### src/rtl/writeback_buffer_if.sv
// writeback_buffer_if
// Bundles the cache-side and pmem-side signals of the write-back buffer.
//   wb_write/wb_addr/wb_wdata    : dirty-line push from the cache
//   wb_full/wb_empty             : occupancy status back to the cache
//   lookup_addr/hit/data         : refill forwarding lookup
//   drain_inhibit                : cache owns pmem this cycle
//   pmem_write/address/wdata     : drain request to physical memory
//   pmem_resp                    : drain write completed
// master = cache/memory environment, slave = the buffer itself.
interface writeback_buffer_if;
  logic         wb_write;
  logic [15:0]  wb_addr;
  logic [127:0] wb_wdata;
  logic         wb_full;
  logic         wb_empty;
  logic [15:0]  lookup_addr;
  logic         lookup_hit;
  logic [127:0] lookup_data;
  logic         drain_inhibit;
  logic         pmem_write;
  logic [15:0]  pmem_address;
  logic [127:0] pmem_wdata;
  logic         pmem_resp;

  modport master (
    output wb_write, wb_addr, wb_wdata, lookup_addr, drain_inhibit, pmem_resp,
    input  wb_full, wb_empty, lookup_hit, lookup_data,
           pmem_write, pmem_address, pmem_wdata
  );

  modport slave (
    input  wb_write, wb_addr, wb_wdata, lookup_addr, drain_inhibit, pmem_resp,
    output wb_full, wb_empty, lookup_hit, lookup_data,
           pmem_write, pmem_address, pmem_wdata
  );
endinterface

### src/rtl/writeback_buffer.sv
// writeback_buffer
// Two-entry FIFO of evicted dirty 128-bit lines sitting between the L1
// data cache and physical memory. Repeated evictions of a buffered line are
// coalesced, refills are served from the youngest buffered copy, and the
// head entry is written to pmem whenever the cache is not using pmem.
// Ports:
//   clk   : single clock, rising edge
//   reset : synchronous, active-high; discards all buffered lines
//   bus   : writeback_buffer_if.slave (push, status, lookup, pmem drain)
module writeback_buffer (
  input  logic                clk,
  input  logic                reset,
  writeback_buffer_if.slave   bus
);

  typedef enum logic {IDLE, DRAIN} state_e;

  state_e       state_q, state_d;
  logic [1:0]   valid_q, valid_d;
  logic [11:0]  addr_q [2];
  logic [11:0]  addr_d [2];
  logic [127:0] data_q [2];
  logic [127:0] data_d [2];
  logic         head_q, head_d;
  logic [1:0]   count_q, count_d;

  logic        draining;
  logic        pop;
  logic [11:0] push_tag;
  logic        tail;
  logic        older_match;
  logic        younger_match;
  logic        coal_idx;
  logic        coalesce;
  logic        alloc;

  // Line-offset bits carry no meaning for either the push or the lookup.
  logic unused_offset_bits;
  assign unused_offset_bits = ^{bus.wb_addr[3:0], bus.lookup_addr[3:0]};

  assign draining = (state_q == DRAIN);
  assign pop      = draining && bus.pmem_resp;
  assign push_tag = bus.wb_addr[15:4];
  assign tail     = head_q ^ count_q[0];

  // The head entry is frozen while it is being written to pmem, so it is
  // not a coalesce candidate in DRAIN; the slot after it always is.
  assign older_match   = valid_q[head_q] && (addr_q[head_q] == push_tag) && !draining;
  assign younger_match = valid_q[~head_q] && (addr_q[~head_q] == push_tag);
  assign coal_idx      = younger_match ? ~head_q : head_q;
  assign coalesce      = bus.wb_write && (older_match || younger_match);
  // A full buffer can still take a line when the head pops on this edge;
  // the tail slot is then the slot being vacated.
  assign alloc         = bus.wb_write && !(older_match || younger_match) &&
                         ((count_q != 2'd2) || pop);

  always_comb begin
    // NOTE: every signal written here gets a default first so no path
    // leaves it unassigned and no latch is inferred.
    state_d = state_q;
    valid_d = valid_q;
    addr_d  = addr_q;
    data_d  = data_q;
    head_d  = head_q;
    count_d = count_q + {1'b0, alloc} - {1'b0, pop};

    if (pop) begin
      valid_d[head_q] = 1'b0;
      head_d          = ~head_q;
    end
    if (coalesce) begin
      data_d[coal_idx] = bus.wb_wdata;
    end
    // Ordered after the pop so a same-edge allocate into the vacated slot
    // leaves it valid.
    if (alloc) begin
      valid_d[tail] = 1'b1;
      addr_d[tail]  = push_tag;
      data_d[tail]  = bus.wb_wdata;
    end

    case (state_q)
      IDLE:    if ((count_q != 2'd0) && !bus.drain_inhibit) state_d = DRAIN;
      DRAIN:   if (bus.pmem_resp) state_d = IDLE;
      default: state_d = IDLE;
    endcase
  end

  always_ff @(posedge clk) begin
    // NOTE: state flops use non-blocking assignments so every flop samples
    // the pre-edge values regardless of statement order.
    if (reset) begin
      state_q <= IDLE;
      valid_q <= '0;
      head_q  <= 1'b0;
      count_q <= '0;
      // NOTE: the entry storage is reset too, because pmem_address and
      // pmem_wdata expose the head slot directly and must read 0 after reset.
      for (int i = 0; i < 2; i++) begin
        addr_q[i] <= '0;
        data_q[i] <= '0;
      end
    end else begin
      state_q <= state_d;
      valid_q <= valid_d;
      addr_q  <= addr_d;
      data_q  <= data_d;
      head_q  <= head_d;
      count_q <= count_d;
    end
  end

  // Youngest match wins: the slot after the head is the newer one.
  always_comb begin
    bus.lookup_hit  = 1'b0;
    bus.lookup_data = '0;
    if (valid_q[head_q] && (addr_q[head_q] == bus.lookup_addr[15:4])) begin
      bus.lookup_hit  = 1'b1;
      bus.lookup_data = data_q[head_q];
    end
    if (valid_q[~head_q] && (addr_q[~head_q] == bus.lookup_addr[15:4])) begin
      bus.lookup_hit  = 1'b1;
      bus.lookup_data = data_q[~head_q];
    end
  end

  assign bus.wb_full      = (count_q == 2'd2);
  assign bus.wb_empty     = (count_q == 2'd0);
  assign bus.pmem_write   = draining;
  assign bus.pmem_address = {addr_q[head_q], 4'h0};
  assign bus.pmem_wdata   = data_q[head_q];

endmodule

### src/flat_wrapper.sv
// flat-port wrapper written by rule: the top's interface ports become plain ports
module writeback_buffer_flat 
  (clk, reset, bus_wb_write, bus_wb_addr, bus_wb_wdata, bus_lookup_addr, bus_drain_inhibit, bus_pmem_resp, bus_wb_full, bus_wb_empty, bus_lookup_hit, bus_lookup_data, bus_pmem_write, bus_pmem_address, bus_pmem_wdata);
  writeback_buffer_if bus_i ();
  input  logic clk;
  input  logic reset;
  input wire logic [$bits(bus_i.wb_write)-1:0] bus_wb_write;
  input wire logic [$bits(bus_i.wb_addr)-1:0] bus_wb_addr;
  input wire logic [$bits(bus_i.wb_wdata)-1:0] bus_wb_wdata;
  input wire logic [$bits(bus_i.lookup_addr)-1:0] bus_lookup_addr;
  input wire logic [$bits(bus_i.drain_inhibit)-1:0] bus_drain_inhibit;
  input wire logic [$bits(bus_i.pmem_resp)-1:0] bus_pmem_resp;
  output wire logic [$bits(bus_i.wb_full)-1:0] bus_wb_full;
  output wire logic [$bits(bus_i.wb_empty)-1:0] bus_wb_empty;
  output wire logic [$bits(bus_i.lookup_hit)-1:0] bus_lookup_hit;
  output wire logic [$bits(bus_i.lookup_data)-1:0] bus_lookup_data;
  output wire logic [$bits(bus_i.pmem_write)-1:0] bus_pmem_write;
  output wire logic [$bits(bus_i.pmem_address)-1:0] bus_pmem_address;
  output wire logic [$bits(bus_i.pmem_wdata)-1:0] bus_pmem_wdata;
  assign bus_i.wb_write = bus_wb_write;
  assign bus_i.wb_addr = bus_wb_addr;
  assign bus_i.wb_wdata = bus_wb_wdata;
  assign bus_i.lookup_addr = bus_lookup_addr;
  assign bus_i.drain_inhibit = bus_drain_inhibit;
  assign bus_i.pmem_resp = bus_pmem_resp;
  assign bus_wb_full = bus_i.wb_full;
  assign bus_wb_empty = bus_i.wb_empty;
  assign bus_lookup_hit = bus_i.lookup_hit;
  assign bus_lookup_data = bus_i.lookup_data;
  assign bus_pmem_write = bus_i.pmem_write;
  assign bus_pmem_address = bus_i.pmem_address;
  assign bus_pmem_wdata = bus_i.pmem_wdata;
  writeback_buffer u_core (.clk(clk), .reset(reset), .bus(bus_i));
endmodule
### config.mk
export PLATFORM = sky130hd
export DESIGN_NAME = writeback_buffer_flat
export DESIGN_NICKNAME = d
export VERILOG_FILES = /design/src/rtl/writeback_buffer_if.sv /design/src/rtl/writeback_buffer.sv /design/src/flat_wrapper.sv
export SDC_FILE = /design/constraint.sdc
export NUM_CORES = 1
export LEC_CHECK = 0
export BUFFER_PORTS_ARGS = -buffer_cell sky130_fd_sc_hd__buf_2
export CAP_MARGIN = 20
export CORE_UTILIZATION = 55
export DETAILED_ROUTE_END_ITERATION = 6
export PLACE_DENSITY_LB_ADDON = 0.25
export REMOVE_ABC_BUFFERS = 1
export SETUP_SLACK_MARGIN = 0.3
export SYNTH_ARGS = -nofsm -noshare
export SYNTH_HDL_FRONTEND = slang
export SYNTH_SLANG_ARGS = --single-unit
### constraint.sdc
create_clock -name clk -period 8.4 [get_ports clk]
set_input_delay 1.68 -clock clk [delete_from_list [all_inputs] [get_ports clk]]
set_output_delay 1.68 -clock clk [all_outputs]
set_load 0.02 [all_outputs]
### Yosys cells after proc, flatten, opt, wreduce, memory -nomap -nowiden

Index checks and enable logic that the tools add are counted.

* add/sub/neg operators: 2
* magnitude comparators: 11
* eq/ne operators: 6
* multiplexer cells: 41
* bitwise operators: 10
* reductions and logical operators: 21

Operators with widths (count)
* two-way mux 128 bit: 10
* bitwise mux 256 bit: 2
* two-way mux 256 bit: 2
* demux 128 bit (select 1 bit): 2
* two-way mux 12 bit: 7
* == test 12 bit: 4
* bitwise mux 24 bit: 1
* logical AND 1 bit: 14
* demux 12 bit (select 1 bit): 1
* two-way mux 1 bit: 11
* >= comparator 2 bit (second input constant): 4
* NOT 1 -> 2 bit: 4
* < comparator 1 x 2 -> 1 bit (second input constant): 3
* < comparator 2 x 1 -> 1 bit (second input constant): 2
* two-way mux 2 bit: 2
* logical NOT 1 bit: 3
* adder 2 x 1 -> 2 bit: 1
* bitwise AND 2 bit: 1
* demux 1 bit (select 1 bit): 2
* == test 2 bit (second input constant): 1
* >= comparator 1 bit (second input constant): 2
* logical NOT 2 bit: 1
* logical OR 1 bit: 2
* inequality test 2 bit (second input constant): 1
* other kinds (7): 8

* register bits: 286
* input bits: 165
* output and inout port bits: 276
* logic and storage cells: 99

### Logic depth before layout (Yosys ltp)

Gate-level depths: netlist of the first run.

* depth after elaboration: 17
* gate-level depth with buffers: 12
* gate-level depth less buffers: 10

### Least setup slack after synthesis of the first run

Ideal clock, no wire load.

* path kind: input -> output
* start: input port bus_lookup_addr[10]
* end: output port bus_lookup_data[118]
* arrival time: 3.292 ns
* data required time: 6.720 ns
* path slack: 3.428 ns
* stages: 8
* path buffers: 2
* cells stage by stage: xnor2_1 nor4_1 nand4_1 nor3_1 buf_2 buf_2 a221oi_1 nor2_1

* longest elaborated chain between the ends: 4
* elaborated cells between the ends (all ways): 6
* classes of those cells: eq/ne (2); mux (2); reduce/logical (2)

RTL lines
* from (decl): line flat_wrapper.sv:10 `input wire logic [$bits(bus_i.lookup_addr)-1:0] bus_lookup_addr;`
* == test 12 bit: line writeback_buffer.sv:117 `if (valid_q[head_q] && (addr_q[head_q] == bus.lookup_addr[15:4])) begin`
* logical AND 1 bit: line writeback_buffer.sv:117
* two-way mux 128 bit: line writeback_buffer.sv:117
* two-way mux 128 bit (*): line writeback_buffer.sv:121 `if (valid_q[~head_q] && (addr_q[~head_q] == bus.lookup_addr[15:4])) begin`
* to (decl): line flat_wrapper.sv:16 `output wire logic [$bits(bus_i.lookup_data)-1:0] bus_lookup_data;`

Mark *: on every way between the ends. The rest lies on a longest branch, timed or not.

### Final worst setup path of the first run

* start: register u_core.head_q
* end: output port bus_lookup_data[114]

* longest elaborated chain between the ends: 8
* elaborated cells between the ends (all ways): 25
* classes of those cells: eq/ne (2); mux (18); bitwise (3); reduce/logical (2)

RTL lines
* from (decl): line writeback_buffer.sv:24 `logic head_q, head_d;`
* from (signal assigned): line writeback_buffer.sv:95 `head_q <= 1'b0;`
* from (signal assigned): line writeback_buffer.sv:108 `head_q <= head_d;`
* NOT 1 -> 2 bit (not written as such) / NOT 1 bit (equally long branches)
* two-way mux 12 bit (not written as such) / NOT 1 -> 2 bit (equally long branches): line writeback_buffer.sv:117, writeback_buffer.sv:121, writeback_buffer.sv:123
* two-way mux 12 bit, on equally long branches (2 in a row): line writeback_buffer.sv:117, writeback_buffer.sv:121
* == test 12 bit / two-way mux 12 bit (equally long branches): line writeback_buffer.sv:117, writeback_buffer.sv:121
* logical AND 1 bit / == test 12 bit (equally long branches): line writeback_buffer.sv:117, writeback_buffer.sv:121
* two-way mux 128 bit / logical AND 1 bit (equally long branches): line writeback_buffer.sv:117, writeback_buffer.sv:121
* two-way mux 128 bit (*): line writeback_buffer.sv:121

Mark *: on every way between the ends. The rest lies on a longest branch, timed or not. The select of a mux whose other input is x is not followed.

==> results.env, run 1 <==
PLACE_WS_NS=2.580
CTS_REPAIR_RESIZE_COUNT=0
SYNTH_SEQUENTIAL_AREA_RATIO=0.3489
FINISHED_CELL_AREA_MM2=0.01931
FRACTION_OF_FINAL_LAYOUT_CELLS_WITH_DRIVE_STRENGTH_GREATER_THAN_1=0.2948
REPORT.FINAL.HOLD_VIOL_COUNT=0
SYNTHARSTFLOPSHARE=0
DESIGN.PORTCOUNT=441
FP.DIEAREA_MM2=0.03053
TIMING_WORST_SETUP_PATH_TYPE='register to output pin'
SYNTH_CELL_TYPES=39
CLK_PIN_SLEW_WORST_PATHS_NS=0.07
ANT_NETS=0
DRV.MAX_CAP_VIOLATION_COUNT=0
LEAKAGE_nW=9.273
TIMING.FINAL.CRIT_PERIOD_NS=6.078
NETLIST_INSTANCES=1832
POST-ROUTE-PERIOD-UTIL=0.7235
TIMING.RR.START='u_core.head_q'
FINALNETCOUNT=2298
CRIT_PATH_MAX_FANOUT=87
WORST_EP_REQUIRED_TIME_NS=6.72
GRT_PASS1_WL_UM=73610
TYPE_OF_ELEMENT_CAPTURING_THE_CRITICAL_PATH='output pin'
HPWLAFTERDP_UM=29890
CTS-HTREE-LEVELS=1
TOTALNEGATIVESETUPSLACK_NS=0
CTS.REPAIR_TIMING.SETUP_BUFFER_COUNT=0
COUNT_LEADER_SYNTH='nand2_1'
ANTENNA_FOUND_INITIAL=12
FIRST_GLOBAL_VIAS=14790
YS_WARN_COUNT=0
ROWS=62
DIE-WIDTH_UM=174.7
FINALMAXSLEWVIOLATIONS=0
IR_WORST_VDD_uV=176.8
SYNTHESIS.AREA_MM2=0.01641
WIRELENGTH_UM=46540
HOLDWS_NS=0.4850
FIN_WS_NS=2.322
SETUP_VIOL=0
POST_SYNTH.CELL_AREA_AVG_UM2=8.959
PLACEDINSTANCEAREA_MM2=0.01830
CLOCK_BUFFER_DEPTH=3
GR-TOTAL-OVERFLOW=0
FLOORPLAN.INITIALDENSITY=0.5657
CELL_TYPES_WITH_THE_HIGHEST_COUNTS_AFTER_SYNTHESIS='nand2_1, mux2i_1, dfxtp_1, a221oi_1, nor2_1'
TIMING.CRITICAL_PATH.CELLS='inv_4 > o211ai_1 > o21ai_0 > nand4_1 > o31a_2 > buf_12 > a221oi_1 > nor2_1 > buf_2'
PORT_BUFFERS=428
SYNTH-EDFF-COUNT=0
CLK_LATENCY_NS=0.55
CTS_HOLD_REPAIR.BUFFERS=0
PLACEABLECOREAREA_MM2=0.02901
AREAGROWTHSYNTHTOFINISH_PCT=17.64
SETUP_REPAIR_AFTER_GLOBAL_ROUTING_MISSED_ITS_MARGIN='no'
WL_PER_CELL_UM=18.29
HOLD_PATH.CLASS='register to register'
FINALWEIGHTEDCONGESTION=0.9054
OUTCOME='finished clean'
CP_SLOWEST_CELL='dfxtp_4'
CTS_INSERTED_BUFFERS=31
CTS_TREE='built'
SETUP.WORST_PATH.START_CLASS='register'
CLOCK-SKEW-FINAL_NS=0.01557
CTS.ROOT.BUFFER_CELL='clkbuf_16'
SLOWEST_DELAY_NS=0.96
WORSTMARGINPINSLEW_NS=1.092
DRC=0
SLEW_HEADROOM=0.2722
TIMING.CRITICAL_PATH.FROM='u_core.head_q'
DR.PASS1.ITERS=5
CP_DATA_ARRIVAL_TIME_NS=4.40
SYNTH_LARGEST_TYPE_AREA_FRACTION=0.3489
YOSYS_MOST_USED_DFF='dfxtp_1'
PWR_DENSITY_CELL_mW_PER_MM2=275.3
VIAS=15420
VIAS_PER_CELL=6.061
SYNTH_LARGEST_AREA_CELL='dfxtp_1'
DETAILEDROUTE.FIRSTITERATIONVIOLATIONS=1007
CLOCK.FMAX_MHz=164.5
GLOBAL_ROUTE_TOTAL_USAGE_ACROSS_EVERY_LAYER=0.2884
FP.DIEH_UM=174.7
SYNTH_SEQ_CELLS=286
SYNTH_AREA_LEADERS='dfxtp_1, mux2i_1, a221oi_1'
PIN_COUNT_OF_THE_BIGGEST_NET_ENTERING_GLOBAL_ROUTING=172
WORSTHOLDSTART='u_core.data_q[16]'
CTS_SINKS=286
## cell type report
cell class                 count  area (µm²)
multi-input combinational   1346        9687
sequential                   286        5729
fill                        2435        9706
clock inverter                 6       36.28
timing repair buffer         446        2347
tap                          384       480.5
antenna                        6       15.01
inverter                      20       85.08
clock buffer                  50       927.1
## layout by cell type, fill, tap and decap left out, types with 5 or more instances in the layout
cell and n:
buf_2 428, nand2_1 397, mux2i_1 301, dfxtp_1 285, a221oi_1 256, nor2_1 158
mux2_2 128, xnor2_1 43, clkbuf_16 31, inv_1 18, buf_4 13, clkbuf_1 11
xor2_1 8, clkbuf_8 8, diode_2 6, nor4_1 5, nand4_1 5, nor3_1 5
## critical path, delay by kind of cell, from the launching register on
family | cells | cell delay, ns
simple gates | 2 | 0.44
compound gates | 4 | 1.14
flops | 1 | 0.96
buf+inv | 3 | 1.18
## metrics by stage
step / cells / util / power, W
2_1_floorplan: 1652 / - / 0.003586
3_3_place_gp: 2481 / 0.6308 / 0.003967
3_5_place_dp: 2481 / 0.6308 / 0.004024
4_1_cts: 2537 / 0.6640 / 0.005322
5_1_grt: 2543 / 0.6654 / 0.005576
6_report: 2544 / 0.6655 / 0.005315
## per-layer routing
metal | track usage | wire length (µm)
met1 | 0.3300 | 18550
met2 | 0.4914 | 22110
met3 | 0.08681 | 3863
met4 | 0.1344 | 1981
met5 | 0 | 31
## registers in the layout, indices dropped and copies added (netlist names)
| register | cells |
|---|---|
| u_core.count_q | 2 |
| u_core.bus.pmem_write | 1 |
| u_core.addr_q | 24 |
| u_core.valid_q | 2 |
| u_core.head_q | 1 |
| u_core.data_q | 256 |
## where the power goes
group | internal, W | switching [W] | total (W)
logic | 0.000870 | 0.00124 | 0.00211
clock network | 0.000748 | 0.000550 | 0.00130
registers | 0.00163 | 0.000279 | 0.00191
## cell families (layout without fill, tap and decap cells)
logic type,after synthesis,after routing,synth area share
and+or+nand+nor,584,584,0.1391
muxes,433,433,0.2748
DFF,286,286,0.3489
AOI/OAI and AO/OA,272,272,0.1442
buffers and inverters,203,522,0.06404
xor gates and xnor gates,51,51,0.02722
adders and majority gates,2,2,0.001524
other,1,10,0.0002285
## path summary, 6_finish.rpt
check / endpoint / slack [ns] / depth (start not counted)
setup reg to reg: u_core.data_q[133] / 4.17 / 8
hold reg to reg: u_core.data_q[16] / 0.49 / 2
setup / recovery: bus_lookup_data[114] / 2.32 / 9
hold / removal: u_core.data_q[16] / 0.49 / 2
Note: power is estimated with default switching activity, not from simulation.
==> inputs of run 2 (changes only) <==
--- a/config.mk
+++ b/config.mk
@@ -7,7 +7,7 @@
 export LEC_CHECK = 0
 export BUFFER_PORTS_ARGS = -buffer_cell sky130_fd_sc_hd__buf_2
 export CAP_MARGIN = 20
-export CORE_UTILIZATION = 55
+export CORE_UTILIZATION = 54
 export DETAILED_ROUTE_END_ITERATION = 6
 export PLACE_DENSITY_LB_ADDON = 0.25
 export REMOVE_ABC_BUFFERS = 1
==> constraint.sdc (replaced) <==
create_clock -name clk -period 5.6 [get_ports clk]
set_input_delay 1.12 -clock clk [delete_from_list [all_inputs] [get_ports clk]]
set_output_delay 1.12 -clock clk [all_outputs]
set_load 0.02 [all_outputs]
==> run 2 against run 1 <==
Against the previous run:
- utilization down 0.37 points
- via count down 0.75%
- clock power increased by 87%
- critical path depth unchanged
- global-route usage shrank 0.33 points
- first-iteration DRC count rose by 12%
- combinational power grew 54%
- sequential cell count unchanged
- routed wire length is 1.2% higher
==> results.env, run 2 (synthesis results as in run 1) <==
TIMING_WORST_SETUP_PATH_TYPE='register to output pin'
POWER_W=0.008513
CTS_INSERTED_BUFFERS=34
CLK_PIN_SLEW_WORST_PATHS_NS=0.06
HOLD_PATH.CLASS='register to register'
CTS_HOLD_REPAIR.BUFFERS=0
VIAS_PER_CELL=5.985
GLOBAL_ROUTE_TOTAL_USAGE_ACROSS_EVERY_LAYER=0.2851
CTS.ROOT.BUFFER_CELL='clkbuf_16'
DESIGN.PORTCOUNT=441
LARGEST_REG_FLOPS=256
N_FILL_CELL=2393
FINALCOREUTILIZATION=0.6618
SWITCHING_SHARE=0.3740
DRV.MAX_CAP_VIOLATION_COUNT=0
FP.DIEH_UM=176.3
SETUP.WORST_PATH.START_CLASS='register'
WL_PER_CELL_UM=18.42
CTS_TREE='built'
ROWS=63
ANT_NETS=0
LEAKAGE_nW=9.458
OUTCOME='finished clean'
POST-ROUTE-PERIOD-UTIL=0.8898
CLOCK_BUFFER_DEPTH=3
FP.DIEAREA_MM2=0.03109
CP_DATA_ARRIVAL_TIME_NS=3.86
FINALMAXSLEWVIOLATIONS=0
CRIT_PATH_MAX_FANOUT=128
POWER_SHARE_OF_THE_CLOCK_GROUP=0.286
CLOCK.FMAX_MHz=200.7
LARGEST-REGISTER='u_core.data_q'
VIAS=15300
GR-TOTAL-OVERFLOW=0
IR_WORST_VDD_uV=299.5
SLEW_HEADROOM=0.2137
DIE-WIDTH_UM=176.3
CTS_SINKS=286
LAYOUT_COMMONEST_CELL='buf_2'
HPWLAFTERDP_UM=29430
AREAGROWTHSYNTHTOFINISH_PCT=20.15
FIRST_GLOBAL_VIAS=14240
SETUP_REPAIR_AFTER_GLOBAL_ROUTING_MISSED_ITS_MARGIN='no'
MOST-COMMON-LAYOUT-CELLS='buf_2, nand2_1, mux2i_1'
REG_TOP3='u_core.data_q: 256 flops, u_core.addr_q: 24 flops'
PORT_BUFFERS=428
REPORT.FINAL.HOLD_VIOL_COUNT=0
PLACEABLECOREAREA_MM2=0.02980
DRC=0
SETUP_VIOL=0
HOLDWS_NS=0.4872
WORST_EP_REQUIRED_TIME_NS=4.48
PWR_DENSITY_CELL_mW_PER_MM2=431.7
CLOCK-SKEW-FINAL_NS=0.01538
FINALWEIGHTEDCONGESTION=0.8767
FLOORPLAN.INITIALDENSITY=0.5508
DR.PASS1.ITERS=5
CTS-HTREE-LEVELS=2
FRACTION_OF_FINAL_LAYOUT_CELLS_WITH_DRIVE_STRENGTH_GREATER_THAN_1=0.3009
WORSTMARGINPINSLEW_NS=1.179
PIN_COUNT_OF_THE_BIGGEST_NET_ENTERING_GLOBAL_ROUTING=199
GRT_PASS1_WL_UM=72500
FINISHED_CELL_AREA_MM2=0.01972
DETAILEDROUTE.FIRSTITERATIONVIOLATIONS=1129
WIRELENGTH_UM=47110
SWITCHINGPOWER_W=0.003184
TIMING.FINAL.CRIT_PERIOD_NS=4.983
INTERNAL_PWR_TOTAL_W=0.005329
CLK_LATENCY_NS=0.50
TYPE_OF_ELEMENT_CAPTURING_THE_CRITICAL_PATH='output pin'
PWR-SHARE-SEQ=0.334
PLACEDINSTANCEAREA_MM2=0.01842
ANTENNA_FOUND_INITIAL=10
FINALNETCOUNT=2302
PORTION_OF_TOTAL_POWER_ATTRIBUTED_TO_COMBINATIONAL_LOGIC=0.380
## run 2: cell count changes in the layout (fill, tap and decap cells not counted), sizes merged
cell and change:
clkinvlp +2, clkinv +2, clkbuf -5, diode +1
buf +1, bufinv +6
## run 2: through the flow
step	setup WS, ns	setup TNS (ns)	instances
floorplan	-20.01	-4808.22	1652
global placement	1.060	0	2488
detailed placement	0.9981	0	2488
CTS	0.4906	0	2549
global route	0.4136	0	2554
finish	0.6169	0	2557
## run 2: area by class of cell
type | instances | area (µm²) | share of cell area
antenna | 7 | 17.52 | 0.0008883
clock buffer | 45 | 1016 | 0.05152
clock inverter | 16 | 241.5 | 0.01225
inverter | 20 | 85.08 | 0.004315
multi-input combinational | 1346 | 9687 | 0.4912
sequential | 286 | 5729 | 0.2905
tap | 390 | 488.0 | 0.02475
timing repair buffer | 447 | 2455 | 0.1245
## run 2: layer usage
layer  GRT usage  routed length [µm]  vias to the layer above
met5           0                  46                        -
met4      0.1157                1568                        8
met3     0.07795                4106                      106
met2      0.4887               22780                      590
met1      0.3354               18610                     7309
li1            -                   -                     7291
## run 2: timing repair
action,in CTS,in global routing
buffers inserted,0,1
resized for setup,0,0
setup endpoints to repair,0,35
hold endpoints to repair,0,0
## run 2: final timing paths
path / startpoint / endpoint / slack (ns) / depth (start not counted)
setup / recovery: u_core.head_q / bus_lookup_data[103] / 0.62 / 9
hold / removal: u_core.data_q[66] / u_core.data_q[66] / 0.49 / 2
hold reg to reg: u_core.data_q[66] / u_core.data_q[66] / 0.49 / 2
setup reg to reg: u_core.head_q / u_core.data_q[178] / 1.85 / 8
## run 2: worst max-delay path, stage by stage (launching register included)
cell and delay (ns):
dfxtp_4 0.63, mux2i_1 0.39, xnor2_1 0.10, nor4_1 0.33, nand4_1 0.24, nor3_2 0.39, buf_12 0.44, a221oi_1 0.20
nor2_1 0.23, buf_2 0.21
## run 2: power by group through the flow
stage	sequential, W	combinational (W)	clock [W]
6_report	0.00284	0.00324	0.00243
3_3_place_gp	0.00283	0.00316	0
5_1_grt	0.00290	0.00347	0.00255
2_1_floorplan	0.00285	0.00253	0
3_5_place_dp	0.00287	0.00321	0
4_1_cts	0.00283	0.00322	0.00246
